[src/rtl/fetch_pc_unit_pkg.sv]
// Shared definitions for the fetch/PC stage: FSM states, trap causes and the opcodes
// that steer next-PC selection.
package fetch_pc_unit_pkg;

  typedef enum logic [1:0] {
    ST_HALT = 2'd0,
    ST_RUN  = 2'd1,
    ST_STEP = 2'd2,
    ST_TRAP = 2'd3
  } state_e;

  localparam logic [1:0] CAUSE_NONE       = 2'd0;
  localparam logic [1:0] CAUSE_MISALIGNED = 2'd1;
  localparam logic [1:0] CAUSE_RANGE      = 2'd2;
  localparam logic [1:0] CAUSE_ILLEGAL    = 2'd3;

  localparam logic [6:0] OP_JAL    = 7'b1101111;
  localparam logic [6:0] OP_JALR   = 7'b1100111;
  localparam logic [6:0] OP_BRANCH = 7'b1100011;
  localparam logic [6:0] OP_SYSTEM = 7'b1110011;

  // Bit position of the b-type flag in the one-hot {j,u,b,s,i,r} decode.
  localparam int ITYPE_B = 3;

endpackage

[src/rtl/fetch_pc_unit_next_pc_sel.sv]
// Combinational next-PC target selection and fault classification for the
// instruction currently at the fetch address.
module next_pc_sel
  import fetch_pc_unit_pkg::*;
#(
  parameter int unsigned IMEM_WORDS = 16
) (
  input  logic [31:0] pc_i,
  input  logic [31:0] pc_plus4_i,
  input  logic [5:0]  instruction_type_i,
  input  logic [6:0]  opcode_i,
  input  logic [31:0] i_imm_i,
  input  logic [31:0] b_imm_i,
  input  logic [31:0] j_imm_i,
  input  logic [31:0] rs1_data_i,
  input  logic        branch_cond_i,
  output logic [31:0] next_pc_o,
  output logic        fault_o,
  output logic [1:0]  cause_o
);

  always_comb begin
    next_pc_o = pc_plus4_i;
    if (opcode_i == OP_JAL) begin
      next_pc_o = pc_i + j_imm_i;
    end else if (opcode_i == OP_JALR) begin
      next_pc_o = (rs1_data_i + i_imm_i) & ~32'h1;
    end else if (instruction_type_i[ITYPE_B] && branch_cond_i) begin
      next_pc_o = pc_i + b_imm_i;
    end
  end

  // Illegal decode outranks any property of the computed target.
  always_comb begin
    cause_o = CAUSE_NONE;
    if (instruction_type_i == 6'b000000) begin
      cause_o = CAUSE_ILLEGAL;
    end else if (next_pc_o[1:0] != 2'b00) begin
      cause_o = CAUSE_MISALIGNED;
    end else if ({2'b00, next_pc_o[31:2]} >= IMEM_WORDS) begin
      cause_o = CAUSE_RANGE;
    end
  end

  assign fault_o = (cause_o != CAUSE_NONE);

endmodule

[src/rtl/fetch_pc_unit.sv]
// Program counter, run/step/halt/trap control and retire counter for the single-cycle core.
//   state   | meaning
//   HALT    | stopped, pc held, waiting for run or step
//   RUN     | free-running, one instruction per cycle while run is held
//   STEP    | executing exactly one instruction, then back to HALT
//   TRAP    | faulted; pc/trap_pc/trap_cause frozen until reset
module fetch_pc_unit
  import fetch_pc_unit_pkg::*;
#(
  parameter int unsigned IMEM_WORDS = 16,
  parameter logic [31:0] RESET_PC   = 32'h0000_0000
) (
  input  logic        clk,
  input  logic        rst_n,
  input  logic        run,
  input  logic        step,
  input  logic        la_instruction_write,
  input  logic [5:0]  instruction_type,
  input  logic [6:0]  opcode,
  input  logic [31:0] i_type_immediate,
  input  logic [31:0] b_type_immediate,
  input  logic [31:0] j_type_immediate,
  input  logic [31:0] rs1_data,
  input  logic        branch_cond,
  output logic [31:0] pc,
  output logic [31:0] pc_plus4,
  output logic        commit,
  output logic [1:0]  state,
  output logic [1:0]  trap_cause,
  output logic [31:0] trap_pc,
  output logic [31:0] retired_count
);

  state_e      state_q, state_d;
  logic [31:0] pc_q, pc_d;
  logic [31:0] trap_pc_q, trap_pc_d;
  logic [1:0]  trap_cause_q, trap_cause_d;
  logic [31:0] retired_q;
  logic [31:0] next_pc;
  logic        fault;
  logic [1:0]  fault_cause;
  logic        exec;

  assign pc_plus4 = pc_q + 32'd4;

  next_pc_sel #(.IMEM_WORDS(IMEM_WORDS)) u_next_pc_sel (
    .pc_i               (pc_q),
    .pc_plus4_i         (pc_plus4),
    .instruction_type_i (instruction_type),
    .opcode_i           (opcode),
    .i_imm_i            (i_type_immediate),
    .b_imm_i            (b_type_immediate),
    .j_imm_i            (j_type_immediate),
    .rs1_data_i         (rs1_data),
    .branch_cond_i      (branch_cond),
    .next_pc_o          (next_pc),
    .fault_o            (fault),
    .cause_o            (fault_cause)
  );

  always_comb begin
    exec         = ((state_q == ST_RUN) && run && !la_instruction_write) || (state_q == ST_STEP);
    commit       = exec && !fault;
    state_d      = state_q;
    pc_d         = pc_q;
    trap_pc_d    = trap_pc_q;
    trap_cause_d = trap_cause_q;
    case (state_q)
      ST_HALT: begin
        if (!la_instruction_write) begin
          if (run)       state_d = ST_RUN;
          else if (step) state_d = ST_STEP;
        end
      end
      ST_RUN, ST_STEP: begin
        if (!exec) begin
          state_d = ST_HALT;
        end else if (fault) begin
          state_d      = ST_TRAP;
          trap_pc_d    = pc_q;
          trap_cause_d = fault_cause;
        end else begin
          pc_d = next_pc;
          if ((state_q == ST_STEP) || (opcode == OP_SYSTEM)) state_d = ST_HALT;
        end
      end
      default: ;
    endcase
  end

  always_ff @(posedge clk) begin
    if (rst_n) begin
      state_q      <= ST_HALT;
      pc_q         <= RESET_PC;
      trap_pc_q    <= 32'h0;
      trap_cause_q <= CAUSE_NONE;
      retired_q    <= 32'h0;
    end else begin
      state_q      <= state_d;
      pc_q         <= pc_d;
      trap_pc_q    <= trap_pc_d;
      trap_cause_q <= trap_cause_d;
      if (commit) retired_q <= retired_q + 32'd1;
    end
  end

  assign pc            = pc_q;
  assign state         = state_q;
  assign trap_cause    = trap_cause_q;
  assign trap_pc       = trap_pc_q;
  assign retired_count = retired_q;

endmodule

[config.mk]
export PLATFORM = sky130hd
export DESIGN_NAME = fetch_pc_unit
export DESIGN_NICKNAME = d
export VERILOG_FILES = /design/src/rtl/fetch_pc_unit_pkg.sv /design/src/rtl/fetch_pc_unit_next_pc_sel.sv /design/src/rtl/fetch_pc_unit.sv
export SDC_FILE = /design/constraint.sdc
export NUM_CORES = 1
export LEC_CHECK = 0
export ABC_AREA = 1
export CAP_MARGIN = 20
export CORE_MARGIN = 4
export CORE_UTILIZATION = 25
export DETAILED_ROUTE_END_ITERATION = 8
export PLACE_DENSITY_LB_ADDON = 0.05
export SYNTH_ARGS = -nofsm -noshare
export SYNTH_HDL_FRONTEND = slang
export SYNTH_SLANG_ARGS = --single-unit
[constraint.sdc]
create_clock -name clk -period 10.45 [get_ports clk]
set_clock_uncertainty 0.15 [all_clocks]
set_input_delay 3.135 -clock clk [delete_from_list [all_inputs] [get_ports clk]]
set_output_delay 3.135 -clock clk [all_outputs]
set_load 0.05 [all_outputs]
==> qor.txt, run 1 <==
Status = completed
Clock transition at path regs = 0.07 ns
Wire per inst = 17.9 um
Worst vdd ir = 0.0655 mV
Drt drc = 0
Die ar. = 55,300 um^2
Remaining Overflow, GRT = 0
Worst Tran Pin Value = 0.925 ns
Dpl ws = 0.277 ns
Mapped Avg Cell Area = 5.47 um^2
Cells after synthesis = 2,361
CP Capture Type = output port
N_diodes = 0
Fin Setup TNS = 0 ns
Yosys cell types = 48
Post-CTS setup buffer count = 0
Routed Antenna Nets = 0
Syn Nets = 2,609
CTS max path bufs = 2
Critical path fanouts, max = 10
Max Cap Violations = 0
Vias in the first global route = 15,200
GRT Total Usage = 0.205
WP data arrival = 6.88 ns
Detailed Route WL = 59.2 mm
Core area = 51,200 um^2
Max transition margin = 0.382
Asr flop ratio synth = 0
Fin. Hold Viols = 0
H-tree depth = 3
Hold Buf Count CTS = 0
Initial antenna violation count = 2
Part of the Yosys area used for sequential elements = 0.155
Post_cts resized = 0
1st-pass router iterations = 6
Routability congestion estimate = 0.939
Leak = 8.03 nW
WS Path Type = in2out
Fmax = 0.0984 GHz
Chip height = 235 um
Max-slew violations = 0
Boundary Pins = 280
Setup WS post-layout = 0.284 ns
Detailed-route via count = 15,800
RSZ-0062 raised after global routing = false
Post-route design area = 16,700 um^2
CTS root buf = clkbuf_16
# rows = 83
Placed inst area = 16,400 um^2
Clock network latency to the later pin of the worst-skew pair = 0.37 ns
Placed cell count = 3,286
Clock sinks = 100
Nets = 2,865
First-pass GRT wire length = 89.5 mm
Mapped Area = 12,900 um^2
Part of the cycle the worst path needs = 0.973
Critical Path RT = 7.17 ns
Chip Width = 235 um
Final HPWL DP = 50.4 mm
Ys flop type = dfxtp_1
Post-synthesis register bit count = 100
Most frequent cells in the layout = nand2_1, inv_1, nor2_1, clkdlybuf4s50_1, nand3_1
CTS Buf Count = 9
Share of layout cells above drive strength 1 = 0.0328
1st-iter DRT viols = 1,255
Mean number of vias per cell = 4.78
Final Critical Period = 10.17 ns
Number of synthesized flops with an enable pin = 0
Critical Path Start Type = primary input
Port Buffers = 279
# setup viols final = 0
Pin count of the biggest net entering global routing = 67
Non-Filler Instances = 3,302
Min-delay worst type = reg2reg
Initial Util = 0.252
Yosys warns = 0
Hold_ws = 0.317 ns
P per Cell Area = 89.6 nW/um^2
TritonCTS clock tree = yes
Commonest non-fill, non-tap cell in the layout = nand2_1
Area delta synth->final = 29.5%
-- synth_stat cells, types with 9 or more instances --
library cell  instances  area share
nor2_2               26       0.013
nand3b_1             26       0.015
nand3_1             258        0.10
xnor2_1              15       0.010
nand2_1             762        0.22
nor4_1                9      0.0044
a21oi_1             140       0.054
ha_1                 98       0.095
o21ai_0              66       0.026
nor3_1               44       0.017
nand4_1              36       0.017
xor2_1               32       0.022
buf_2                17      0.0066
inv_1               335       0.097
nor2_1              278       0.081
clkbuf_1             14      0.0041
dfxtp_1             100        0.16
o21ai_1              25      0.0097
-- per-layer routing --
layer | global-route usage | up-vias | wire (um)
met5 | 0 | - | 26
li1 | - | 8120 | -
met2 | 0.363 | 430 | 28700
met3 | 0.0377 | 58 | 3210
met4 | 0.0434 | 4 | 1120
met1 | 0.261 | 7176 | 26100
-- worst max-delay path: stages --
cell and delay (ns):
clkdlybuf4s50_1 0.45, nand2_1 0.06, inv_1 0.15, fa_1 0.28, nand2_1 0.09, nand2_1 0.09, nand2_1 0.11, o21ai_1 0.32
nand2_1 0.17, nand2_1 0.21, nand2_1 0.12, nand2_1 0.07, nand2_1 0.04, nand3_1 0.17, nand2_1 0.14, a21oi_1 0.14
nand2_1 0.06, nor2_1 0.14, nand3_1 0.14, nor2_4 0.23, nand3_4 0.11, inv_2 0.24, buf_12 0.18
-- cell families (layout without fill, tap and decap cells) --
| logic type | after synthesis | after routing | synth area share |
|---|---|---|---|
| AOI/OAI and AO/OA | 263 | 263 | 0.109 |
| xor gates and xnor gates | 47 | 47 | 0.0319 |
| adders and majority gates | 101 | 101 | 0.0996 |
| buffers and inverters | 386 | 647 | 0.119 |
| DFF | 100 | 100 | 0.155 |
| and+or+nand+nor | 1464 | 1464 | 0.486 |
-- through the flow --
| step | total power (W) | util |
|---|---|---|
| floorplan | 0.000913 | - |
| global placement | 0.00114 | 0.320 |
| detailed placement | 0.00114 | 0.320 |
| CTS | 0.00152 | 0.327 |
| global route | 0.00160 | 0.327 |
| finish | 0.00150 | 0.327 |
-- worst paths after layout --
path                        from            end  slack [ns]  cells after the start
min                trap_cause[0]  trap_cause[0]        0.32                      2
max          i_type_immediate[0]         commit        0.28                     23
max reg2reg                pc[3]     trap_pc[8]        5.61                     19
min reg2reg        trap_cause[0]  trap_cause[0]        0.32                      2
-- flip-flops by register name, indices dropped and copies added, names as in the netlist --
| register | flops |
|---|---|
| pc | 32 |
| retired_count | 32 |
| trap_pc | 32 |
| state | 2 |
| trap_cause | 2 |
-- report_power, final --
| group | internal, W | switching [W] | total, W |
|---|---|---|---|
| sequential | 0.000423 | 0.0000269 | 0.000450 |
| combinational | 0.000240 | 0.000439 | 0.000680 |
| clock | 0.000216 | 0.000153 | 0.000369 |
-- final cells by class --
| cell class | instances | area [um^2] |
|---|---|---|
| Fill cell | 5870 | 34500 |
| Multi-Input combinational cell | 1875 | 9380 |
| Timing Repair Buffer | 291 | 2900 |
| Sequential cell | 100 | 2000 |
| Inverter | 340 | 1280 |
| Tap cell | 680 | 851 |
| Clock buffer | 12 | 246 |
| Clock inverter | 4 | 72.6 |
(Power assumes the default switching activity.)
==> inputs of run 2 (changes only) <==
--- a/config.mk
+++ b/config.mk
@@ -11,6 +11,8 @@
 export CORE_UTILIZATION = 25
 export DETAILED_ROUTE_END_ITERATION = 8
 export PLACE_DENSITY_LB_ADDON = 0.05
+export SKIP_CTS_REPAIR_TIMING = 1
+export SLEW_MARGIN = 20
 export SYNTH_ARGS = -nofsm -noshare
 export SYNTH_HDL_FRONTEND = slang
 export SYNTH_SLANG_ARGS = --single-unit
==> results of run 2 <==
Same layout as run 1: the final DEF is identical, and so are final timing and power.
